### src/rtl/sync_fifo_pkg.sv
// rtl/sync_fifo_pkg.sv - shared defaults and derived widths for the synchronous FIFO
package sync_fifo_pkg;

   // Default word width and number of storage entries.
   localparam int DATA_WIDTH_DEF = 8;
   localparam int DEPTH_DEF      = 16;

   // Address width for the default depth; pointers carry one extra wrap bit.
   localparam int ADDR_W         = $clog2(DEPTH_DEF);
   localparam int PTR_W          = ADDR_W + 1;

endpackage

### src/rtl/sync_fifo_ram.sv
// rtl/sync_fifo_ram.sv - storage array with one synchronous write port and one registered read port
module sync_fifo_ram #(
   parameter int DATA_WIDTH = 8,
   parameter int ADDR_W     = 4
) (
   input  logic                  clk,
   input  logic                  reset,
   input  logic                  we,
   input  logic [ADDR_W-1:0]     waddr,
   input  logic [DATA_WIDTH-1:0] wdata,
   input  logic                  re,
   input  logic [ADDR_W-1:0]     raddr,
   output logic [DATA_WIDTH-1:0] rdata
);

   localparam int DEPTH = 1 << ADDR_W;

   // The array itself is never cleared; entries are only observable after a write.
   logic [DATA_WIDTH-1:0] mem [DEPTH];

   // Write port: store the incoming word when the controller accepts a write.
   always_ff @(posedge clk) begin
      if (we) begin
         mem[waddr] <= wdata;
      end
   end

   // Read port: the output register reloads only on an accepted read and clears on reset.
   // The controller never reads and writes the same entry on one edge, so no bypass is needed.
   always_ff @(posedge clk) begin
      if (reset) begin
         rdata <= '0;
      end else if (re) begin
         rdata <= mem[raddr];
      end
   end

endmodule

### src/rtl/sync_fifo.sv
// rtl/sync_fifo.sv - single-clock FIFO: pointer/flag control around a registered-read storage array
module sync_fifo
   import sync_fifo_pkg::*;
#(
   parameter int DATA_WIDTH = DATA_WIDTH_DEF,
   parameter int DEPTH      = DEPTH_DEF
) (
   input  logic                  clk,
   input  logic                  reset,
   input  logic                  wr_en,
   input  logic                  rd_en,
   input  logic [DATA_WIDTH-1:0] din,
   output logic [DATA_WIDTH-1:0] dout,
   output logic                  full,
   output logic                  empty
);

   localparam int AW = $clog2(DEPTH);

   // Pointers carry one bit beyond the address so full and empty are distinguishable.
   logic [AW:0] wr_ptr;
   logic [AW:0] rd_ptr;
   logic        wr_acc;
   logic        rd_acc;

   // Flags come straight from the registered pointers, so they reflect the previous edge.
   assign empty = (wr_ptr == rd_ptr);
   assign full  = (wr_ptr[AW-1:0] == rd_ptr[AW-1:0]) && (wr_ptr[AW] != rd_ptr[AW]);

   // Acceptance uses the pre-edge flags: a full FIFO drops writes, an empty one ignores reads.
   assign wr_acc = wr_en && !full;
   assign rd_acc = rd_en && !empty;

   // Pointer registers: reset wins over any request; otherwise advance on accepted accesses.
   always_ff @(posedge clk) begin
      if (reset) begin
         wr_ptr <= '0;
         rd_ptr <= '0;
      end else begin
         if (wr_acc) begin
            wr_ptr <= wr_ptr + 1'b1;
         end
         if (rd_acc) begin
            rd_ptr <= rd_ptr + 1'b1;
         end
      end
   end

   sync_fifo_ram #(
      .DATA_WIDTH (DATA_WIDTH),
      .ADDR_W     (AW)
   ) u_ram (
      .clk   (clk),
      .reset (reset),
      .we    (wr_acc && !reset),
      .waddr (wr_ptr[AW-1:0]),
      .wdata (din),
      .re    (rd_acc),
      .raddr (rd_ptr[AW-1:0]),
      .rdata (dout)
   );

endmodule

### config.mk
export PLATFORM = sky130hd
export DESIGN_NAME = sync_fifo
export DESIGN_NICKNAME = d
export VERILOG_FILES = /design/src/rtl/sync_fifo_pkg.sv /design/src/rtl/sync_fifo_ram.sv /design/src/rtl/sync_fifo.sv
export SDC_FILE = /design/constraint.sdc
export NUM_CORES = 1
export LEC_CHECK = 0
export ABC_AREA = 1
export CAP_MARGIN = 20
export CORE_ASPECT_RATIO = 0.8
export CORE_MARGIN = 10
export CORE_UTILIZATION = 51
export DETAILED_ROUTE_END_ITERATION = 7
export PLACE_DENSITY = 0.68
export SLEW_MARGIN = 10
export SYNTH_ARGS = -nofsm -noshare
export SYNTH_HDL_FRONTEND = slang
export SYNTH_SLANG_ARGS = --single-unit
### constraint.sdc
create_clock -name clk -period 2.75 [get_ports clk]
set_input_delay 0.4125 -clock clk [delete_from_list [all_inputs] [get_ports clk]]
set_output_delay 0.4125 -clock clk [all_outputs]
set_load 0.05 [all_outputs]
==> impl_metrics.ini, run 1 <==
[synth]
netlist.top_cell.by_area = edfxtp_1
yosys-top-cells-area = edfxtp_1 (60%), nand2_1 (8.7%), nor2_1 (5.8%)
ys_ff_latch = 146
avgSynthCellArea_um2 = 9.83
yosysWarningCount = 0
yosysSeqAreaShare_pct = 66.0
synth_top_area_share_pct = 60.3
netlist_area_um2 = 6370
ys_types = 23
syn_inst = 648
synth_nets = 665

[cts]
clock_sink_count = 146
cts_hold_buf = 0
cts_buffers = 17
cts_resized = 0
clkTransAtPathRegs_ns = 0.06
cts_tree = done
cts_root_buf = clkbuf_16
h-tree-depth = 4
cts_setup_buffers = 0
clockBufferDepth = 2
clkLatencyLatePin_ns = 0.42

[global_route]
busiest_layer = met2
grt_usage_pct = 16.9
grt_start_max_net_pins = 66
use_met1_pct = 22.7
grt_util_met2_pct = 25.4
grt_pass1_wl_um = 22800
antenna_found_initial = 0
grtUsageMet3_pct = 4.58
grt_pass1_vias = 4377
overflow = 0

[die]
core_region_area_um2 = 12200
fp.dieArea_um2 = 17400
start_util_pct = 52.2
die_height_um = 120
io_pins = 22
fp.dieW_um = 145
std_cell_rows = 36

[hold_path]
hp-class = register to register

[setup_path]
cp-end-kind = register
cp_num_buf_inv = 1
startpoint_type = register
arrival_ns = 2.35
critical_path_class = register to register
cp_common_cell = nand2_1
critical_path_required_ns = 2.79
cp_max_fo = 9
slowest_delay_ns = 0.54
cpMaxStageDelayCell = nor2_1
crit_path_cell_trace = inv_2 -> nand2_1 -> nand2_1 -> nor2_2 -> nand3_2 -> nand2_1 -> nor2_1 -> nand2_1 -> nor2_1
critPathTopFamily = simple AND/OR/NAND/NOR gates

[pwr]
p_leak_nw = 3.05
power_density_nw_per_um2 = 709
vdd_ir_drop_max_uv = 481

[sta]
fmax_ghz = 0.433
fin_crit_sh_pct = 84.1
worst_slew_pin_slew_ns = 0.806
skew_ns = 0.0134
finalHoldViolations = 0
period_needed_ns = 2.31
final-setup-viol-count = 0
rsz0062_at_grt = false
drv_slew = 0
fin_setup_tns_ns = 0
max_slew_margin_pct = 46.1

[finish]
fillers = 1027
antenna_cells = 0
layout.cells.non_filler = 868
drive_above_1_share_pct = 8.61
nets = 702
regArea_um2 = 4210
multi_input_area_um2 = 1670
final_cell_area_um2 = 7380
synthToLayoutAreaGrowth_pct = 15.8

[drt]
routed_wirelength_um = 14300
postRouteAntennaNets = 0
wire_per_inst_um = 16.5
post-route-drc-count = 0
vias = 4479
first_iter_violations = 494
avgViaCountPerCell = 5.16
drt_pass1_iterations = 5

[placed_design]
gp_congestion = 0.913
place_area_um2 = 6870
dp.cells = 837
dp_hpwl_um = 9310
port_buffers = 21

[flow_run]
maxCapViolCount = 0

[status]
status = complete, no violations
-- where the power goes --
| group | internal (mW) | total [mW] | switching (mW) |
|---|---|---|---|
| clock network | 1.22 | 2.02 | 0.799 |
| logic | 0.226 | 0.735 | 0.509 |
| registers | 2.45 | 2.48 | 0.0261 |
| total | 3.89 | 5.23 | 1.33 |
-- state kept, by name, indices dropped and copies added (netlist names) --
register,cells
rd_ptr,5
u_ram.mem,128
u_ram.rdata,8
wr_ptr,5
-- path summary, 6_finish.rpt --
| kind | from | end | slack, ns | cells past startpoint |
|---|---|---|---|---|
| min | wr_ptr[4] | wr_ptr[4] | 0.52 | 2 |
| max | rd_ptr[2] | u_ram.mem[14][1] | 0.44 | 9 |
| max reg2reg | rd_ptr[2] | u_ram.mem[14][1] | 0.44 | 9 |
| min reg2reg | wr_ptr[4] | wr_ptr[4] | 0.52 | 2 |
-- kinds of logic after synthesis --
family / synth area share, %
and+or+nand+nor: 20.4
DFF: 66.0
buffers and inverters: 7.72
AOI/OAI and AO/OA: 3.93
xor gates and xnor gates: 0.963
adders and majority gates: 0.982
-- through the flow --
step	hold slack, ns	power, mW	worst slack, ns	util (%)
detailed placement	0.505	3.25	0.344	56.3
CTS	0.517	5.26	0.475	60.4
finish	0.515	5.23	0.438	60.4
global route	0.536	5.45	0.247	60.4
global placement	0.491	3.24	0.450	56.3
floorplan	0.465	3.01	0.791	-
-- synthesized netlist by cell type (all sizes together) --
| library cell | count |
|---|---|
| xor2 | 5 |
| a21oi | 14 |
| edfxtp | 128 |
| o21ai | 36 |
| clkinv | 1 |
| clkbuf | 14 |
| nand2 | 149 |
| ha | 5 |
| buf | 14 |
| nand3 | 68 |
| inv | 94 |
| xnor2 | 2 |
| dfxtp | 18 |
| nor2 | 100 |
-- cells in the final DEF, fill, tap and decap left out, drive strengths merged --
cell / synthesis / final
dfxtp: 18 / 18
xor2: 5 / 5
clkbuf: 14 / 22
a21oi: 14 / 14
bufinv: 0 / 1
nor2: 100 / 100
ha: 5 / 5
buf: 14 / 27
xnor2: 2 / 2
clkinvlp: 0 / 1
edfxtp: 128 / 128
clkdlybuf4s50: 0 / 19
nand3: 68 / 68
inv: 94 / 94
clkinv: 1 / 8
o21ai: 36 / 36
nand2: 149 / 149
-- worst register-to-register path, cell delays in order (launching register included) --
cell and delay, ns:
dfxtp_1 0.37, inv_2 0.17, nand2_1 0.08, nand2_1 0.09, nor2_2 0.05, nand3_2 0.09
nand2_1 0.19, nor2_1 0.21, nand2_1 0.14, nor2_1 0.54
-- layer usage --
layer  vias up  part of all wire [%]
met3        25                   7.8
li1       2169                     -
met1      2109                    46
met5         -                     0
met2       176                    44
met4         0                   1.8
-- final cells by class --
cell class / instances / area share, %
multi-input cells: 379 / 22.7
inverters: 95 / 4.83
repair buffers: 46 / 5.66
clock buffers: 22 / 6.02
well taps: 171 / 2.90
flip-flops and latches: 146 / 57.0
clock inverters: 9 / 0.899
Note: power is estimated with default switching activity, not from simulation.
==> inputs of run 2 (changes only) <==
Settings changed: PLACE_DENSITY 0.68 to 0.71.
Clock period 2.75 ns to 2.1 ns, I/O delays scaled along.
==> run 2 against run 1 <==
Effect of this change: clock skew fell by 0.0059 ns; via count rose by 1.0%; sequential cell count did not move; total power up 39%; combinational power is 34% higher; register-to-register slack worse by 0.28 ns; global-route usage rose by 0.52 points; critical path depth rose by 1; sequential share of layout area fell by 1.3 points.
==> impl_metrics.ini, run 2 (same netlist as run 1, synthesis figures left out) <==
[finish]
nets = 710
fillers = 987
final_cell_mix = nand2_1 (146), edfxtp_1 (128), nor2_1 (98)
drive_above_1_share_pct = 11.5
final_cell_area_um2 = 7550
reg_top3 = u_ram.mem: 128 flops, u_ram.rdata: 8 flops
largest_reg_flops = 128
mostFrequentLayoutCell = nand2_1
regMostFlops = u_ram.mem
synthToLayoutAreaGrowth_pct = 18.6
layout.cells.non_filler = 877
antenna_cells = 0

[sta]
fmax_ghz = 0.515
skew_ns = 0.00749
worst_slew_pin_slew_ns = 0.725
rsz0062_at_grt = false
finalHoldViolations = 0
worst_hold_slack_ns = 0.522
drv_slew = 0
final-setup-viol-count = 0
worst_slack_ns = 0.157
period_needed_ns = 1.94
max_slew_margin_pct = 51.5
fin_crit_sh_pct = 92.5
fin_setup_tns_ns = 0

[cts]
clock_sink_count = 146
clkTransAtPathRegs_ns = 0.06
clockBufferDepth = 2
cts_buffers = 17
cts_root_buf = clkbuf_16
cts_tree = done
h-tree-depth = 4
clkLatencyLatePin_ns = 0.43
cts_hold_buf = 0

[setup_path]
arrival_ns = 2.08
startpoint_type = register
cp_num_cells = 10
critical_path_class = register to register
cpMaxStageDelayCell = dfxtp_1
cp-end-kind = register
cp_num_buf_inv = 2
cp_max_fo = 7
crit_path_cell_trace = inv_1 -> nand2_1 -> nand2_2 -> nor2_4 -> nand3_2 -> nand2_2 -> nor2_1 -> nand2_1 -> nor2_1 -> buf_4
worstRegToRegCells = 10
slowest_delay_ns = 0.33
critPathTopFamily = simple AND/OR/NAND/NOR gates
critical_path_required_ns = 2.24

[global_route]
antenna_found_initial = 0
grt_pass1_wl_um = 23700
grt_start_max_net_pins = 68
grt_usage_pct = 17.5
grt_pass1_vias = 4351
overflow = 0

[die]
io_pins = 22
fp.dieW_um = 145
start_util_pct = 52.2
core_region_area_um2 = 12200
die_height_um = 120
std_cell_rows = 36
fp.dieArea_um2 = 17400

[drt]
vias = 4524
drt_pass1_iterations = 5
routed_wirelength_um = 14900
avgViaCountPerCell = 5.16
postRouteAntennaNets = 0
wire_per_inst_um = 17.0
first_iter_violations = 490
post-route-drc-count = 0

[pwr]
p_int_mw = 5.31
vdd_ir_drop_max_uv = 544
p_comb_share_pct = 13.5
p_switching_mw = 1.98
pwr-share-clk_pct = 42.1
p_seq_share_pct = 44.4
p_leak_nw = 3.15
power_density_nw_per_um2 = 964
switching_share_pct = 27.2

[placed_design]
place_area_um2 = 6950
dp.cells = 845
dpl_worst_slack_ns = 0.0885
dp_hpwl_um = 9250
gp_congestion = 0.889
port_buffers = 21

[hold_path]
min_delay_path_depth = 2
hp-class = register to register

[flow_run]
maxCapViolCount = 0

[status]
status = complete, no violations
run 2: cell types whose count changed in the layout (fill, tap and decap cells not counted), sizes merged:
cell | previous run | this run
clkbuf | 22 | 17
clkinv | 8 | 5
inv | 94 | 102
buf | 27 | 35
bufinv | 1 | 2
run 2: area by class of cell:
type | count | area [um2] | area share [%]
clock inverters | 15 | 171 | 2.27
clock buffers | 17 | 425 | 5.63
well taps | 171 | 214 | 2.83
flip-flops and latches | 146 | 4210 | 55.7
inverters | 95 | 357 | 4.72
repair buffers | 54 | 503 | 6.66
multi-input cells | 379 | 1680 | 22.2
run 2: final timing paths:
check / from / endpoint / slack, ns
max: wr_ptr[0] / u_ram.mem[0][0] / 0.16
max reg2reg: wr_ptr[0] / u_ram.mem[0][0] / 0.16
min reg2reg: rd_ptr[4] / rd_ptr[4] / 0.52
min: rd_ptr[4] / rd_ptr[4] / 0.52
run 2: power groups by stage:
stage          logic [mW]  clock network [mW]  registers (mW)
2_1_floorplan       0.561                   0            3.38
3_3_place_gp        0.961                   0            3.30
3_5_place_dp        0.979                   0            3.30
4_1_cts             0.989                3.09            3.24
5_1_grt              1.09                3.24            3.24
6_report            0.986                3.06            3.24
run 2: layer usage:
layer  up-vias  wire length [um]  share of wire, %  global-route usage, %
met5         -                 0                 0                      0
met4         0               255               1.7                   5.67
met3        19              1110               7.4                   5.26
met2       165              6610                44                   26.3
met1      2155              6900                46                   23.7
li1       2185                 -                 -                      -
run 2: what timing repair did:
item	in CTS	in global routing
setup endpoints to repair	0	128
resized for setup	0	3
hold endpoints to repair	0	0
buffers inserted	0	0
run 2: metrics by stage:
step                      utilization (%)  total power [mW]
after floorplan                         -              3.94
after global placement               57.0              4.26
after detailed placement             57.0              4.28
after CTS                            61.8              7.32
after global routing                 61.9              7.57
final                                61.9              7.29
run 2: worst register-to-register path, cell delays in order (launching register included):
cell,delay [ns]
dfxtp_1,0.33
inv_1,0.12
nand2_1,0.08
nand2_2,0.09
nor2_4,0.04
nand3_2,0.11
nand2_2,0.12
nor2_1,0.18
nand2_1,0.19
nor2_1,0.20
buf_4,0.19
